## src/rtl/bin2bcd_seq_if.sv

```systemverilog
// Bus for the sequential binary-to-BCD converter: START/BIN_IN request, BUSY/DONE status, result digits.
// Compile with +define+BCD_SAT_EN on the design to saturate overflowing results to 9999.
interface bin2bcd_seq_if #(
  parameter int IN_WIDTH = 14
);
  logic                START;
  logic [IN_WIDTH-1:0] BIN_IN;
  logic                BUSY;
  logic                DONE;
  logic                OVF;
  logic [3:0]          DIG0;
  logic [3:0]          DIG1;
  logic [3:0]          DIG2;
  logic [3:0]          DIG3;

  modport master (
    output START, BIN_IN,
    input  BUSY, DONE, OVF, DIG0, DIG1, DIG2, DIG3
  );

  modport slave (
    input  START, BIN_IN,
    output BUSY, DONE, OVF, DIG0, DIG1, DIG2, DIG3
  );
endinterface

```

## src/rtl/bin2bcd_seq.sv

```systemverilog
// Sequential double-dabble binary-to-BCD converter, one bit per clock, IN_WIDTH steps per conversion.
// Optional macro BCD_SAT_EN: overflowing results (> 9999) register digits 9,9,9,9 instead of the low digits.
module bin2bcd_seq #(
  parameter int IN_WIDTH = 14
) (
  input  logic              CLK,
  input  logic              RESETN,
  bin2bcd_seq_if.slave      bus,
  output logic              dbg_state_o
);
  // Handshake: START is taken on a rising edge only while BUSY=0; BIN_IN is captured on that edge.
  // BUSY stays high through the shift steps; DONE pulses one cycle when DIG*/OVF carry a new result.

  typedef enum logic {IDLE = 1'b0, SHIFT = 1'b1} state_t;

  state_t              state_q, state_d;
  logic [IN_WIDTH-1:0] sr_q, sr_d;
  logic [19:0]         acc_q, acc_d, acc_adj;
  logic [3:0]          cnt_q, cnt_d;
  logic [15:0]         dig_q, dig_d;
  logic                ovf_q, ovf_d;
  logic                done_q, done_d;
  logic                busy;
  logic                last_step;

  assign last_step = (cnt_q == 4'(IN_WIDTH - 1));

  always_ff @(posedge CLK or negedge RESETN) begin
    if (!RESETN) state_q <= IDLE;
    else         state_q <= state_d;
  end

  always_comb begin
    state_d = state_q;
    unique case (state_q)
      IDLE:    if (bus.START) state_d = SHIFT;
      SHIFT:   if (last_step) state_d = IDLE;
      default: state_d = IDLE;
    endcase
  end

  always_comb begin
    busy        = (state_q == SHIFT);
    dbg_state_o = state_q;
  end

  always_comb begin
    acc_adj = acc_q;
    for (int i = 0; i < 5; i++) begin
      if (acc_q[4*i +: 4] >= 4'd5) acc_adj[4*i +: 4] = acc_q[4*i +: 4] + 4'd3;
    end
  end

  always_comb begin
    sr_d   = sr_q;
    acc_d  = acc_q;
    cnt_d  = cnt_q;
    dig_d  = dig_q;
    ovf_d  = ovf_q;
    done_d = 1'b0;
    if (state_q == IDLE) begin
      if (bus.START) begin
        sr_d  = bus.BIN_IN;
        acc_d = '0;
        cnt_d = '0;
      end
    end else begin
      acc_d = (acc_adj << 1) | 20'(sr_q[IN_WIDTH-1]);
      sr_d  = sr_q << 1;
      cnt_d = cnt_q + 4'd1;
      if (last_step) begin
        done_d = 1'b1;
        ovf_d  = |acc_d[19:16];
`ifdef BCD_SAT_EN
        dig_d  = ovf_d ? 16'h9999 : acc_d[15:0];
`else
        dig_d  = acc_d[15:0];
`endif
      end
    end
  end

  always_ff @(posedge CLK or negedge RESETN) begin
    if (!RESETN) begin
      sr_q   <= '0;
      acc_q  <= '0;
      cnt_q  <= '0;
      dig_q  <= '0;
      ovf_q  <= 1'b0;
      done_q <= 1'b0;
    end else begin
      sr_q   <= sr_d;
      acc_q  <= acc_d;
      cnt_q  <= cnt_d;
      dig_q  <= dig_d;
      ovf_q  <= ovf_d;
      done_q <= done_d;
    end
  end

  assign bus.BUSY = busy;
  assign bus.DONE = done_q;
  assign bus.OVF  = ovf_q;
  assign bus.DIG0 = dig_q[3:0];
  assign bus.DIG1 = dig_q[7:4];
  assign bus.DIG2 = dig_q[11:8];
  assign bus.DIG3 = dig_q[15:12];
endmodule

```

## src/flat_wrapper.sv

```systemverilog
// flat-port wrapper written by rule: the top's interface ports become plain ports
module bin2bcd_seq_flat 
#(
  parameter int IN_WIDTH = 14
)
  (CLK, RESETN, dbg_state_o, bus_START, bus_BIN_IN, bus_BUSY, bus_DONE, bus_OVF, bus_DIG0, bus_DIG1, bus_DIG2, bus_DIG3);
  bin2bcd_seq_if #(.IN_WIDTH(IN_WIDTH)) bus_i ();
  input  logic CLK;
  input  logic RESETN;
  output logic dbg_state_o;
  input wire logic [$bits(bus_i.START)-1:0] bus_START;
  input wire logic [$bits(bus_i.BIN_IN)-1:0] bus_BIN_IN;
  output wire logic [$bits(bus_i.BUSY)-1:0] bus_BUSY;
  output wire logic [$bits(bus_i.DONE)-1:0] bus_DONE;
  output wire logic [$bits(bus_i.OVF)-1:0] bus_OVF;
  output wire logic [$bits(bus_i.DIG0)-1:0] bus_DIG0;
  output wire logic [$bits(bus_i.DIG1)-1:0] bus_DIG1;
  output wire logic [$bits(bus_i.DIG2)-1:0] bus_DIG2;
  output wire logic [$bits(bus_i.DIG3)-1:0] bus_DIG3;
  assign bus_i.START = bus_START;
  assign bus_i.BIN_IN = bus_BIN_IN;
  assign bus_BUSY = bus_i.BUSY;
  assign bus_DONE = bus_i.DONE;
  assign bus_OVF = bus_i.OVF;
  assign bus_DIG0 = bus_i.DIG0;
  assign bus_DIG1 = bus_i.DIG1;
  assign bus_DIG2 = bus_i.DIG2;
  assign bus_DIG3 = bus_i.DIG3;
  bin2bcd_seq #(.IN_WIDTH(IN_WIDTH)) u_core (.CLK(CLK), .RESETN(RESETN), .bus(bus_i), .dbg_state_o(dbg_state_o));
endmodule
```

## config.mk

```make
export PLATFORM = sky130hd
export DESIGN_NAME = bin2bcd_seq_flat
export DESIGN_NICKNAME = d
export VERILOG_FILES = /design/src/rtl/bin2bcd_seq_if.sv /design/src/rtl/bin2bcd_seq.sv /design/src/flat_wrapper.sv
export SDC_FILE = /design/constraint.sdc
export NUM_CORES = 1
export LEC_CHECK = 0
export CAP_MARGIN = 5
export CORE_UTILIZATION = 56
export CTS_BUF_LIST = sky130_fd_sc_hd__clkbuf_2
export CTS_CLUSTER_DIAMETER = 30
export DETAILED_ROUTE_END_ITERATION = 8
export GPL_ROUTABILITY_DRIVEN = 0
export PLACE_DENSITY = 0.78
export SYNTH_ARGS = -nofsm -noshare
export SYNTH_HDL_FRONTEND = slang
export SYNTH_SLANG_ARGS = --single-unit
```

## constraint.sdc

```tcl
create_clock -name CLK -period 2 [get_ports CLK]
set_input_delay 0.3 -clock CLK [delete_from_list [all_inputs] [get_ports CLK]]
set_output_delay 0.3 -clock CLK [all_outputs]
set_load 0.01 [all_outputs]
```

==> impl_metrics.json, run 1 <==
{
  "outcome": "finished, final reports clean",
  "cp-startpoint": "u_core.bus.BUSY$_DFF_PN0_",
  "cp.arrival_ns": 1.60,
  "finalNetCount": 337,
  "postCtsSetupRepairBufs": 0,
  "worst_slew_pin_slew_ns": 0.5536,
  "drc_errors": 0,
  "cp-end-kind": "output pin",
  "fin_area_mm2": 0.003425,
  "path_cells": "clkdlybuf4s50_1",
  "grt_pass1_wl_um": 8590,
  "synth_top_area_cell": "dfrtp_1",
  "synth_area_mm2": 0.002865,
  "slew_viol_final": 0,
  "reg2reg_from": "u_core.acc_q[12]$_DFFE_PN0P_",
  "yosys.area.top_type_share_pct": 49.78,
  "setup_violations": 0,
  "place_ws_ns": 0.3434,
  "cts-root-buf": "clkbuf_2",
  "skew_ns": 0.03269,
  "drive_above_1_share_pct": 11.82,
  "cts_buffer_depth": 2,
  "clkTransAtPathRegs_ns": 0.18,
  "max_freq_mhz": 527.1,
  "crit_path_max_fanout": 14,
  "cts_tree": "built",
  "finalCritPeriodShare_pct": 94.86,
  "wl_per_cell_um": 13.08,
  "die_w_um": 73.53,
  "yosys_warnings": 0,
  "setup.worst_path.end": "dbg_state_o",
  "die_h_um": 73.53,
  "grt_max_degree": 51,
  "rrSetupSlack_ns": 0.31,
  "vdd_ir_drop_max_mv": 0.8856,
  "placed_cell_area_mm2": 0.003279,
  "avgSynthCellArea_um2": 10.61,
  "cp-start-kind": "flop",
  "cpMaxStageDelayCell": "clkdlybuf4s50_1",
  "dr.pass1.iters": 4,
  "dp_hpwl_um": 3457,
  "setup_ws_ns": 0.1028,
  "ys_seq_elements": 57,
  "first_iter_violations": 68,
  "antenna_found_initial": 0,
  "clock_latency_ns": 0.46,
  "syn-num-nets": 299,
  "cp.required_ns": 1.70,
  "maxCapViolCount": 0,
  "final_hold_viol_count": 0,
  "slowest_delay_ns": 0.60,
  "min_period_ns": 1.897,
  "io_buffers": 36,
  "die_area_mm2": 0.005407,
  "numCtsBuffers": 9,
  "crit_buf_inv": 1,
  "hold_path.class": "input pin to asynchronous set/reset pin",
  "clock_sinks": 57,
  "tns_ns": 0,
  "p_per_area_mw_per_mm2": 1519,
  "htreeDepth": 3,
  "start_util_pct": 59.48,
  "ys_seq_area_share_pct": 49.78,
  "r2r_cells": 6,
  "relSlewSlack_pct": 63.09,
  "grtUsageTotal_pct": 21.33,
  "ios": 37,
  "rsz0062_at_grt": "false",
  "routed_wl_um": 4970,
  "via_per_inst": 5.208,
  "core_mm2": 0.004817,
  "diodes": 0,
  "r2r-end": "u_core.acc_q[14]$_DFFE_PN0P_",
  "postRouteAntennaNets": 0,
  "syn_to_final_growth_pct": 19.52,
  "num_vias": 1979,
  "path_delay_family": "buffers and inverters",
  "yosys-top-cells-area": "dfrtp_1, mux2i_1, ha_1",
  "row_count": 25,
  "grt_pass1_vias": 1984,
  "critical_path_class": "flop to output pin",
  "cp_num_cells": 1,
  "synth_cell_types": 30,
  "overflow": 0,
  "p_leak_nw": 1.643,
  "syn-instance-count": 270
}
[cells in the final DEF, fill, tap and decap left out, types with 2 or more instances in the layout]
master / instances
ha_1: 12
buf_4: 3
clkdlybuf4s50_1: 35
o21ai_1: 8
a21oi_2: 4
buf_12: 2
nor2_1: 4
clkinv_2: 3
a21oi_1: 8
a21o_2: 2
inv_1: 12
xnor2_1: 6
nand3_1: 2
nand2b_1: 22
bufinv_16: 2
dfrtp_1: 56
o21ai_0: 27
mux2_2: 4
clkbuf_2: 10
o31ai_1: 3
mux2i_1: 31
nor3b_1: 11
nand2_1: 33
[registers in the layout, summed over array words and instances (netlist names)]
name             cells
u_core.dig_q        16
u_core.acc_q        20
u_core.bus.BUSY      1
u_core.cnt_q         4
u_core.sr_q         14
u_core.bus.OVF       1
u_core.bus.DONE      1
[worst min-delay path by stage]
stage | depth (start not counted) | end | from | slack, ns
after floorplan | 0 | u_core.acc_q[0]$_DFFE_PN0P_ | RESETN | 0.004
after global placement | 1 | u_core.dig_q[8]$_DFFE_PN0P_ | RESETN | 0.32
after detailed placement | 1 | u_core.dig_q[8]$_DFFE_PN0P_ | RESETN | 0.32
after CTS | 2 | u_core.acc_q[11]$_DFFE_PN0P_ | RESETN | 0.32
after global routing | 2 | u_core.acc_q[11]$_DFFE_PN0P_ | RESETN | 0.34
final | 2 | u_core.acc_q[11]$_DFFE_PN0P_ | RESETN | 0.33
[stage by stage]
step	cells	hold slack [ns]	power, W	utilization [%]
finish	380	0.3335	0.005202	71.09
global route	380	0.3409	0.005645	71.09
CTS	380	0.3167	0.005249	71.04
detailed placement	363	0.3184	0.004409	68.08
global placement	363	0.3201	0.004306	68.08
floorplan	270	0.004409	0.003665	-
[synth_stat cells, drive strengths merged]
cell and count:
a21o 3, a21oi 12, a22o 1, a31oi 1, and2 1, buf 13, clkbuf 2, dfrtp 57
ha 12, inv 12, mux2 5, mux2i 31, nand2 33, nand2b 22, nand3 2, nand4 1
nor2 4, nor2b 1, nor3b 12, nor4 1, o21ai 35, o31ai 3, xnor2 6
[cell families after synthesis]
group / after synthesis / synth area share, %
and+or+nand+nor: 77 / 14.63
buffers and inverters: 27 / 4.673
AOI/OAI and AO/OA: 55 / 10.92
DFF: 57 / 49.78
adders and majority gates: 12 / 5.240
muxes: 36 / 12.93
xor gates and xnor gates: 6 / 1.834
[where the power goes]
| part | internal, W | total, W | switching [W] |
|---|---|---|---|
| logic | 0.00119 | 0.00231 | 0.00112 |
| clock network | 0.000413 | 0.000829 | 0.000416 |
| registers | 0.00165 | 0.00206 | 0.000413 |
| total | 0.00325 | 0.00520 | 0.00195 |
[cell type report]
class                           instances  area, um^2
Clock inverter                          6       82.58
Clock buffer                           10       50.05
Multi-Input combinational cell        186        1305
Sequential cell                        57        1430
Timing Repair Buffer                   42       427.9
Tap cell                               67       83.83
Inverter                               12       45.04
Fill cell                             373        1393
[metal layers]
metal  vias to the layer above  share of wire, %  wire, um  track usage (%)
met5                         -                 0         0                0
met4                         0               1.8        89            11.32
met3                         8               4.1       206            4.801
met2                        43                47      2348            33.94
met1                       936                47      2325            27.20
li1                        992                 -         -                -
[timing repair]
| action | in CTS | in global routing |
|---|---|---|
| gates resized for setup | 0 | 1 |
| endpoints found under the hold margin | 22 | 0 |
| hold buffers | 1 | 0 |
| endpoints found under the setup margin | 0 | 2 |
Note: power is estimated with default switching activity, not from simulation.
==> run 2: changes to the inputs <==
--- a/config.mk
+++ b/config.mk
@@ -12,6 +12,7 @@
 export DETAILED_ROUTE_END_ITERATION = 8
 export GPL_ROUTABILITY_DRIVEN = 0
 export PLACE_DENSITY = 0.78
+export SETUP_SLACK_MARGIN = 0.02
 export SYNTH_ARGS = -nofsm -noshare
 export SYNTH_HDL_FRONTEND = slang
 export SYNTH_SLANG_ARGS = --single-unit
==> results of run 2 <==
Final layout, timing and power as in run 1 (identical DEF).
